## src/rtl/dsp_post_adder_acc_if.sv

```systemverilog
// Operand, control and result bundle of the DSP post-adder/accumulator.
// Optional ovf flag exists only when ACC_SAT_EN is defined.
interface dsp_post_adder_acc_if;
  logic        ce_opmode;
  logic        ce_carryin;
  logic        ce_p;
  logic [7:0]  opmode;
  logic [35:0] m;
  logic [47:0] dab;
  logic [47:0] c;
  logic [47:0] pcin;
  logic        carryin;
  logic [47:0] p;
  logic [47:0] pcout;
  logic        carryout;
  logic        carryoutf;
`ifdef ACC_SAT_EN
  logic        ovf;
`endif

  modport master (
    output ce_opmode,
    output ce_carryin,
    output ce_p,
    output opmode,
    output m,
    output dab,
    output c,
    output pcin,
    output carryin,
`ifdef ACC_SAT_EN
    input  ovf,
`endif
    input  p,
    input  pcout,
    input  carryout,
    input  carryoutf
  );

  modport slave (
    input  ce_opmode,
    input  ce_carryin,
    input  ce_p,
    input  opmode,
    input  m,
    input  dab,
    input  c,
    input  pcin,
    input  carryin,
`ifdef ACC_SAT_EN
    output ovf,
`endif
    output p,
    output pcout,
    output carryout,
    output carryoutf
  );
endinterface

```

## src/rtl/dsp_post_adder_acc.sv

```systemverilog
// DSP48A1-style post-adder/accumulator: X/Z muxes, add/sub with carry, P reg.
// Define ACC_SAT_EN for signed saturation with a sticky ovf flag.
module dsp_post_adder_acc #(
  parameter int    OPMODEREG  = 1,
  parameter int    PREG       = 1,
  parameter string CARRYINSEL = "OPMODE5"
) (
  input logic           clk,
  input logic           rst,
  dsp_post_adder_acc_if.slave bus
);

  localparam bit CinOp = (CARRYINSEL == "OPMODE5");
  localparam bit OpReg = (OPMODEREG != 0);
  localparam bit PReg  = (PREG != 0);

  logic        sub_d;
  logic        sub_q;
  logic        cin_d;
  logic        cin_q;
  logic        sub_w;
  logic        cin_w;
  logic [47:0] fb_w;
  logic [47:0] x_w;
  logic [47:0] z_w;
  logic [48:0] raw_w;
  logic [47:0] sum_d;
  logic        co_d;
  logic [47:0] p_q;
  logic        co_q;
  logic [47:0] p_w;
  logic        co_w;
  logic        unused_w;

  assign unused_w = ^{bus.opmode[6], bus.opmode[4]};

  assign sub_d = bus.opmode[7];
  assign cin_d = CinOp ? bus.opmode[5] : bus.carryin;
  assign sub_w = OpReg ? sub_q : sub_d;
  assign cin_w = OpReg ? cin_q : cin_d;

  // Without a P register the feedback path reads as zero, never a loop.
  assign fb_w = PReg ? p_q : '0;

  always_comb begin
    x_w = '0;
    unique case (bus.opmode[1:0])
      2'd0: x_w = '0;
      2'd1: x_w = {12'd0, bus.m};
      2'd2: x_w = fb_w;
      2'd3: x_w = bus.dab;
      default: x_w = '0;
    endcase
  end

  always_comb begin
    z_w = '0;
    unique case (bus.opmode[3:2])
      2'd0: z_w = '0;
      2'd1: z_w = bus.pcin;
      2'd2: z_w = fb_w;
      2'd3: z_w = bus.c;
      default: z_w = '0;
    endcase
  end

  always_comb begin
    raw_w = '0;
    if (sub_w) begin
      raw_w = {1'b0, z_w}
            - ({1'b0, x_w} + {48'd0, cin_w});
    end else begin
      raw_w = {1'b0, z_w} + {1'b0, x_w}
            + {48'd0, cin_w};
    end
  end

  assign co_d = raw_w[48];

`ifdef ACC_SAT_EN
  logic [49:0] wide_w;
  logic [49:0] zs_w;
  logic [49:0] xs_w;
  logic        pos_ovf_w;
  logic        neg_ovf_w;
  logic        clamp_w;
  logic        ovf_d;
  logic        ovf_q;

  assign zs_w = {{2{z_w[47]}}, z_w};
  assign xs_w = {{2{x_w[47]}}, x_w};

  always_comb begin
    wide_w = '0;
    if (sub_w) begin
      wide_w = zs_w - xs_w - {49'd0, cin_w};
    end else begin
      wide_w = zs_w + xs_w + {49'd0, cin_w};
    end
  end

  // Out of range when bits 49..47 are not all equal.
  assign pos_ovf_w = !wide_w[49]
                   && (wide_w[48:47] != 2'b00);
  assign neg_ovf_w = wide_w[49]
                   && (wide_w[48:47] != 2'b11);
  assign clamp_w   = pos_ovf_w | neg_ovf_w;

  always_comb begin
    sum_d = wide_w[47:0];
    if (pos_ovf_w) begin
      sum_d = 48'h7FFF_FFFF_FFFF;
    end else if (neg_ovf_w) begin
      sum_d = 48'h8000_0000_0000;
    end
  end

  assign ovf_d = ovf_q | clamp_w;

  always_ff @(posedge clk or posedge rst) begin
    if (rst) begin
      ovf_q <= 1'b0;
    end else if (bus.ce_p) begin
      ovf_q <= ovf_d;
    end
  end

  assign bus.ovf = ovf_q;
`else
  assign sum_d = raw_w[47:0];
`endif

  always_ff @(posedge clk or posedge rst) begin
    if (rst) begin
      sub_q <= 1'b0;
      cin_q <= 1'b0;
      p_q   <= '0;
      co_q  <= 1'b0;
    end else begin
      if (bus.ce_opmode) begin
        sub_q <= sub_d;
      end
      if (bus.ce_carryin) begin
        cin_q <= cin_d;
      end
      if (bus.ce_p) begin
        p_q  <= sum_d;
        co_q <= co_d;
      end
    end
  end

  assign p_w  = PReg ? p_q : sum_d;
  assign co_w = PReg ? co_q : co_d;

  assign bus.p         = p_w;
  assign bus.pcout     = p_w;
  assign bus.carryout  = co_w;
  assign bus.carryoutf = co_w;

endmodule

```

## src/flat_wrapper.sv

```systemverilog
// flat-port wrapper written by rule: the top's interface ports become plain ports
module dsp_post_adder_acc_flat 
#(
  parameter int    OPMODEREG  = 1,
  parameter int    PREG       = 1,
  parameter string CARRYINSEL = "       "
)
  (clk, rst, bus_ce_opmode, bus_ce_carryin, bus_ce_p, bus_opmode, bus_m, bus_dab, bus_c, bus_pcin, bus_carryin, bus_p, bus_pcout, bus_carryout, bus_carryoutf);
  dsp_post_adder_acc_if bus_i ();
  input logic clk;
  input logic rst;
  input wire logic [$bits(bus_i.ce_opmode)-1:0] bus_ce_opmode;
  input wire logic [$bits(bus_i.ce_carryin)-1:0] bus_ce_carryin;
  input wire logic [$bits(bus_i.ce_p)-1:0] bus_ce_p;
  input wire logic [$bits(bus_i.opmode)-1:0] bus_opmode;
  input wire logic [$bits(bus_i.m)-1:0] bus_m;
  input wire logic [$bits(bus_i.dab)-1:0] bus_dab;
  input wire logic [$bits(bus_i.c)-1:0] bus_c;
  input wire logic [$bits(bus_i.pcin)-1:0] bus_pcin;
  input wire logic [$bits(bus_i.carryin)-1:0] bus_carryin;
  output wire logic [$bits(bus_i.p)-1:0] bus_p;
  output wire logic [$bits(bus_i.pcout)-1:0] bus_pcout;
  output wire logic [$bits(bus_i.carryout)-1:0] bus_carryout;
  output wire logic [$bits(bus_i.carryoutf)-1:0] bus_carryoutf;
  assign bus_i.ce_opmode = bus_ce_opmode;
  assign bus_i.ce_carryin = bus_ce_carryin;
  assign bus_i.ce_p = bus_ce_p;
  assign bus_i.opmode = bus_opmode;
  assign bus_i.m = bus_m;
  assign bus_i.dab = bus_dab;
  assign bus_i.c = bus_c;
  assign bus_i.pcin = bus_pcin;
  assign bus_i.carryin = bus_carryin;
  assign bus_p = bus_i.p;
  assign bus_pcout = bus_i.pcout;
  assign bus_carryout = bus_i.carryout;
  assign bus_carryoutf = bus_i.carryoutf;
  dsp_post_adder_acc #(.OPMODEREG(OPMODEREG), .PREG(PREG), .CARRYINSEL(CARRYINSEL)) u_core (.clk(clk), .rst(rst), .bus(bus_i));
endmodule
```

## config.mk

```make
export PLATFORM = sky130hd
export DESIGN_NAME = dsp_post_adder_acc_flat
export DESIGN_NICKNAME = d
export VERILOG_FILES = /design/src/rtl/dsp_post_adder_acc_if.sv /design/src/rtl/dsp_post_adder_acc.sv /design/src/flat_wrapper.sv
export SDC_FILE = /design/constraint.sdc
export NUM_CORES = 1
export LEC_CHECK = 0
export ABC_AREA = 1
export ABC_CLOCK_PERIOD_IN_PS = 2900
export CORE_ASPECT_RATIO = 1.2
export CORE_MARGIN = 2
export CORE_UTILIZATION = 54
export CTS_BUF_LIST = sky130_fd_sc_hd__clkbuf_4
export CTS_CLUSTER_SIZE = 14
export DETAILED_ROUTE_END_ITERATION = 10
export HOLD_SLACK_MARGIN = 0.02
export PLACE_DENSITY = 0.84
export SLEW_MARGIN = 20
export SYNTH_ARGS = -nofsm -noshare
export SYNTH_HDL_FRONTEND = slang
export SYNTH_SLANG_ARGS = --single-unit
```

## constraint.sdc

```tcl
create_clock -name clk -period 2.9 [get_ports clk]
set_input_delay 0.58 -clock clk [delete_from_list [all_inputs] [get_ports clk]]
set_output_delay 0.58 -clock clk [all_outputs]
set_load 0.01 [all_outputs]
```

==> flow_summary.json, run 1 <==
{
  "netlist_top_cells_count": "nand2_1, inv_1, a21oi_1",
  "ys_top_cells_by_area": "nand2_1, ha_1, inv_1, dfrtp_1, a21oi_1",
  "synth_cell_type_count": 48,
  "place_congestion": 1.17,
  "ys.warnings.count": 0,
  "dp.cells": 3307,
  "cts.path.max_buffers": 2,
  "cts_inserted_buffers": 5,
  "worst_endpoint": "u_core.bus.p[38]$_DFFE_PP0P_/D",
  "die_h_um": 176,
  "endpoint_type": "sequential cell input",
  "ys.flop_type": "dfrtp_1",
  "ys_seq_area_share_pct": 9.56,
  "grt-ovfl-total": 473,
  "row_count": 63,
  "synthesis.area_sq_um": 13300,
  "synth-edff-count": 0,
  "async_flop_share_pct": 100,
  "status": "did not finish",
  "synth_cells": 2468,
  "yosys.area.top_type": "nand2_1",
  "synth_nets": 2805,
  "lastStage": "global routing",
  "yosysMostFrequentCell": "nand2_1",
  "grt_max_degree": 69,
  "grtUsageTotal_pct": 84.9,
  "firstError": "[ERROR GRT-0232] Routing congestion too high. Check the congestion heatmap in the GUI.",
  "dp_hpwl_mm": 51.8,
  "synth.avg_cell_area_sq_um": 5.41,
  "die_w_um": 148,
  "cts_sinks": 51,
  "ys_ff_latch": 51,
  "io_buffers": 288,
  "boundaryPins": 292,
  "cts-root-buf": "clkbuf_4",
  "ctsHoldBuffers": 0,
  "start_util_pct": 54.4,
  "htreeDepth": 2,
  "synth_top_area_share_pct": 23.6
}
==> metal layers <==
metal / track usage, % / overflow
met5: 42.7 / 2
met1: 83.2 / 5
met3: 69.5 / 8
met4: 88.1 / 167
met2: 101 / 291
==> per-stage QoR <==
| stage | worst slack, ps | cell area (sq um) |
|---|---|---|
| CTS | -66.1 | 21000 |
| detailed placement | -1310 | 19400 |
| global placement | -1230 | 19400 |
| floorplan | -21.3 | 14200 |
==> cell families after synthesis <==
kind of cell	count (synthesis)	synth area share, %
compound gates	412	17.7
simple gates	1271	40.6
fa+ha+maj	143	13.6
buf+inv	582	17.9
xor+xnor	9	0.591
flops	51	9.56
==> timing repair <==
item                                    in CTS
gates resized for setup                    304
gates cloned                                 3
pin swaps                                  120
setup buffers                               40
endpoints found under the setup margin      47
==> run 2: changes to the inputs <==
--- a/config.mk
+++ b/config.mk
@@ -7,14 +7,10 @@
 export LEC_CHECK = 0
 export ABC_AREA = 1
 export ABC_CLOCK_PERIOD_IN_PS = 2900
-export CORE_ASPECT_RATIO = 1.2
 export CORE_MARGIN = 2
-export CORE_UTILIZATION = 54
-export CTS_BUF_LIST = sky130_fd_sc_hd__clkbuf_4
-export CTS_CLUSTER_SIZE = 14
+export CORE_UTILIZATION = 40
 export DETAILED_ROUTE_END_ITERATION = 10
-export HOLD_SLACK_MARGIN = 0.02
-export PLACE_DENSITY = 0.84
+export PLACE_DENSITY_LB_ADDON = 0.15
 export SLEW_MARGIN = 20
 export SYNTH_ARGS = -nofsm -noshare
 export SYNTH_HDL_FRONTEND = slang
==> flow_summary.json, run 2 <==
{
  "layout_min_cycle_time_ps": 3320,
  "cts.path.max_buffers": 2,
  "layout_common_cells": "nand2_1, buf_4, inv_1, clkdlybuf4s50_1, nand3_1",
  "hold_class": "register to register",
  "cp.arrival_ps": 3530,
  "dp_hpwl_mm": 64.0,
  "largest_reg_flops": 48,
  "async_flop_share_pct": 100,
  "dieArea_sq_um": 34800,
  "regToRegStartpoint": "u_core.bus.p[33]",
  "core_sq_um": 32700,
  "cp_max_fo": 18,
  "start_util_pct": 40.8,
  "synth_top_area_share_pct": 23.6,
  "area_growth_pct": 74.3,
  "peakVddDrop_v": 0.000576,
  "final_util_pct": 71.1,
  "r2r_slack_ps": -140,
  "hold_path_depth": 2,
  "violations": "setup timing",
  "met2_length_mm": 34.1,
  "worstMarginPinSlew_ps": 952,
  "synth.avg_cell_area_sq_um": 5.41,
  "ys_top_cells_by_area": "nand2_1, ha_1, inv_1, dfrtp_1, a21oi_1",
  "wl_met1_mm": 31.4,
  "avgViaCountPerCell": 5.53,
  "drv_slew": 0,
  "met3_length_mm": 9.88,
  "critPathLaunchType": "primary input",
  "worstSetupPathType": "primary input to register",
  "setup_viol": 44,
  "nNetsFinal": 3520,
  "yosys.area.top_type": "nand2_1",
  "hold_viol": 0,
  "htreeDepth": 2,
  "ys_ff_latch": 51,
  "wirelength_mm": 79.2,
  "min_to": "u_core.bus.p[0]",
  "die_h_um": 187,
  "antenna_found_initial": 4,
  "reg2reg_depth": 19,
  "place_congestion": 1.06,
  "cts.clk_slew.worst_paths_ps": 90,
  "first_pass_iters": 6,
  "die_w_um": 187,
  "cts-root-buf": "clkbuf_16",
  "grtUsageTotal_pct": 43.9,
  "crit_path_start": "bus_opmode[3]",
  "worstPathRequired_ps": 3110,
  "netlist_top_cells_count": "nand2_1, inv_1, a21oi_1",
  "maxCapViolations": 0,
  "boundaryPins": 292,
  "synth_cell_type_count": 48,
  "ctsHoldBuffers": 0,
  "max_freq_ghz": 0.302,
  "row_count": 66,
  "ys.warnings.count": 0,
  "io_buffers": 288,
  "hp-start": "u_core.bus.p[0]",
  "cts_sinks": 51,
  "worstSkewPairLatency_ps": 350,
  "grt_max_degree": 69,
  "routedWlPerCell_um": 21.8,
  "final_common_cell": "nand2_1",
  "cts_tree": "built",
  "powerDensity_nw_per_um2": 736,
  "drive_above_1_share_pct": 33.6,
  "grt_pass1_vias": 19800,
  "grt_pass1_wl_mm": 116,
  "cts_inserted_buffers": 5,
  "fin_tns_setup_ps": -13640,
  "ys.flop_type": "dfrtp_1",
  "status": "complete, but fails checks",
  "period_share_pct": 114,
  "finClkSkew_ps": 15.1,
  "synth-edff-count": 0,
  "max_slew_margin_pct": 36.5,
  "postRouteAntennaNets": 0,
  "num_vias": 20100,
  "grt-ovfl-total": 0,
  "synth_cells": 2468,
  "routed.top_layer": "met5",
  "ys_seq_area_share_pct": 9.56,
  "drtIter0Drc": 2258,
  "end_kind": "register",
  "timing.rr.end": "u_core.bus.p[37]",
  "yosysMostFrequentCell": "nand2_1",
  "synthesis.area_sq_um": 13300,
  "rsz0062_at_grt": "true",
  "drc": 0,
  "synth_nets": 2805,
  "postLayoutSetupSlackWorst_ps": -417,
  "p_leak_uw": 0.0118
}
[run 2: logic make-up after synthesis]
logic type | count (synthesis) | share of synthesized area (%)
AND/OR/NAND/NOR | 1271 | 40.6
buffers and inverters | 582 | 17.9
AO/OA/AOI/OAI | 412 | 17.7
adder cells (fa/ha/maj) | 143 | 13.6
flip-flops | 51 | 9.56
XOR/XNOR | 9 | 0.591
[run 2: worst max-delay path by stage]
stage	endpoint	slack [ps]	depth (start not counted)
finish	u_core.bus.p[11]	-420	23
global route	u_core.bus.p[46]	-520	24
CTS	u_core.bus.p[45]	-310	25
detailed placement	u_core.bus.p[44]	-1550	27
global placement	u_core.bus.p[44]	-1460	26
floorplan	u_core.bus.p[32]	-20	21
[run 2: metal layers]
metal | GRT usage [%] | up-vias
met5 | 0 | -
met4 | 18.6 | 4
met3 | 11.4 | 290
met2 | 68.4 | 1279
met1 | 57.4 | 9354
li1 | - | 9138
[run 2: what timing repair did]
| item | in CTS | in global routing |
|---|---|---|
| resized for setup | 446 | 89 |
| pin swaps | 119 | 30 |
| cloned | 2 | 1 |
| setup buffers | 50 | 3 |
| setup endpoints to repair | 47 | 45 |
[run 2: report_power, final]
part	internal (uW)	switching (uW)
Combinational	6830	8360
Sequential	966	226
Clock	326	424
[run 2: critical path: stages]
cell      delay [ps]
buf_6            100
buf_12           130
nand2_4           60
inv_4             50
buf_12           150
nand2_1          110
o21ai_2           70
a21o_1           160
buf_4            140
ha_4             290
ha_4             230
nand2_1           70
nand2_1          120
inv_1            110
nand2_1          110
o21bai_4         210
inv_2             80
nand2_4          100
o21ai_2          140
a21oi_2           60
buf_4            150
o21ai_1          170
o21ai_0          110
[run 2: cell type report]
| cell class | count | area, sq um |
|---|---|---|
| Clock inverter | 3 | 18.8 |
| Tap cell | 442 | 553 |
| Sequential cell | 51 | 1280 |
| Fill cell | 2794 | 9440 |
| Inverter | 485 | 1860 |
| Clock buffer | 5 | 125 |
| Antenna cell | 1 | 2.50 |
| Multi-Input combinational cell | 1835 | 12300 |
| Timing Repair Buffer | 805 | 7160 |
[run 2: per-stage QoR]
step | instances | instance area, sq um | total power [uW] | setup WS (ps) | hold slack (ps)
detailed placement | 3564 | 20700 | 13800 | -1550 | 542
floorplan | 2468 | 14200 | 7550 | -21.3 | 546
global placement | 3564 | 20700 | 13600 | -1460 | 529
CTS | 3622 | 22900 | 16100 | -308 | 566
global route | 3627 | 23300 | 18000 | -522 | 593
finish | 3627 | 23300 | 17100 | -417 | 578
(Power assumes the default switching activity.)
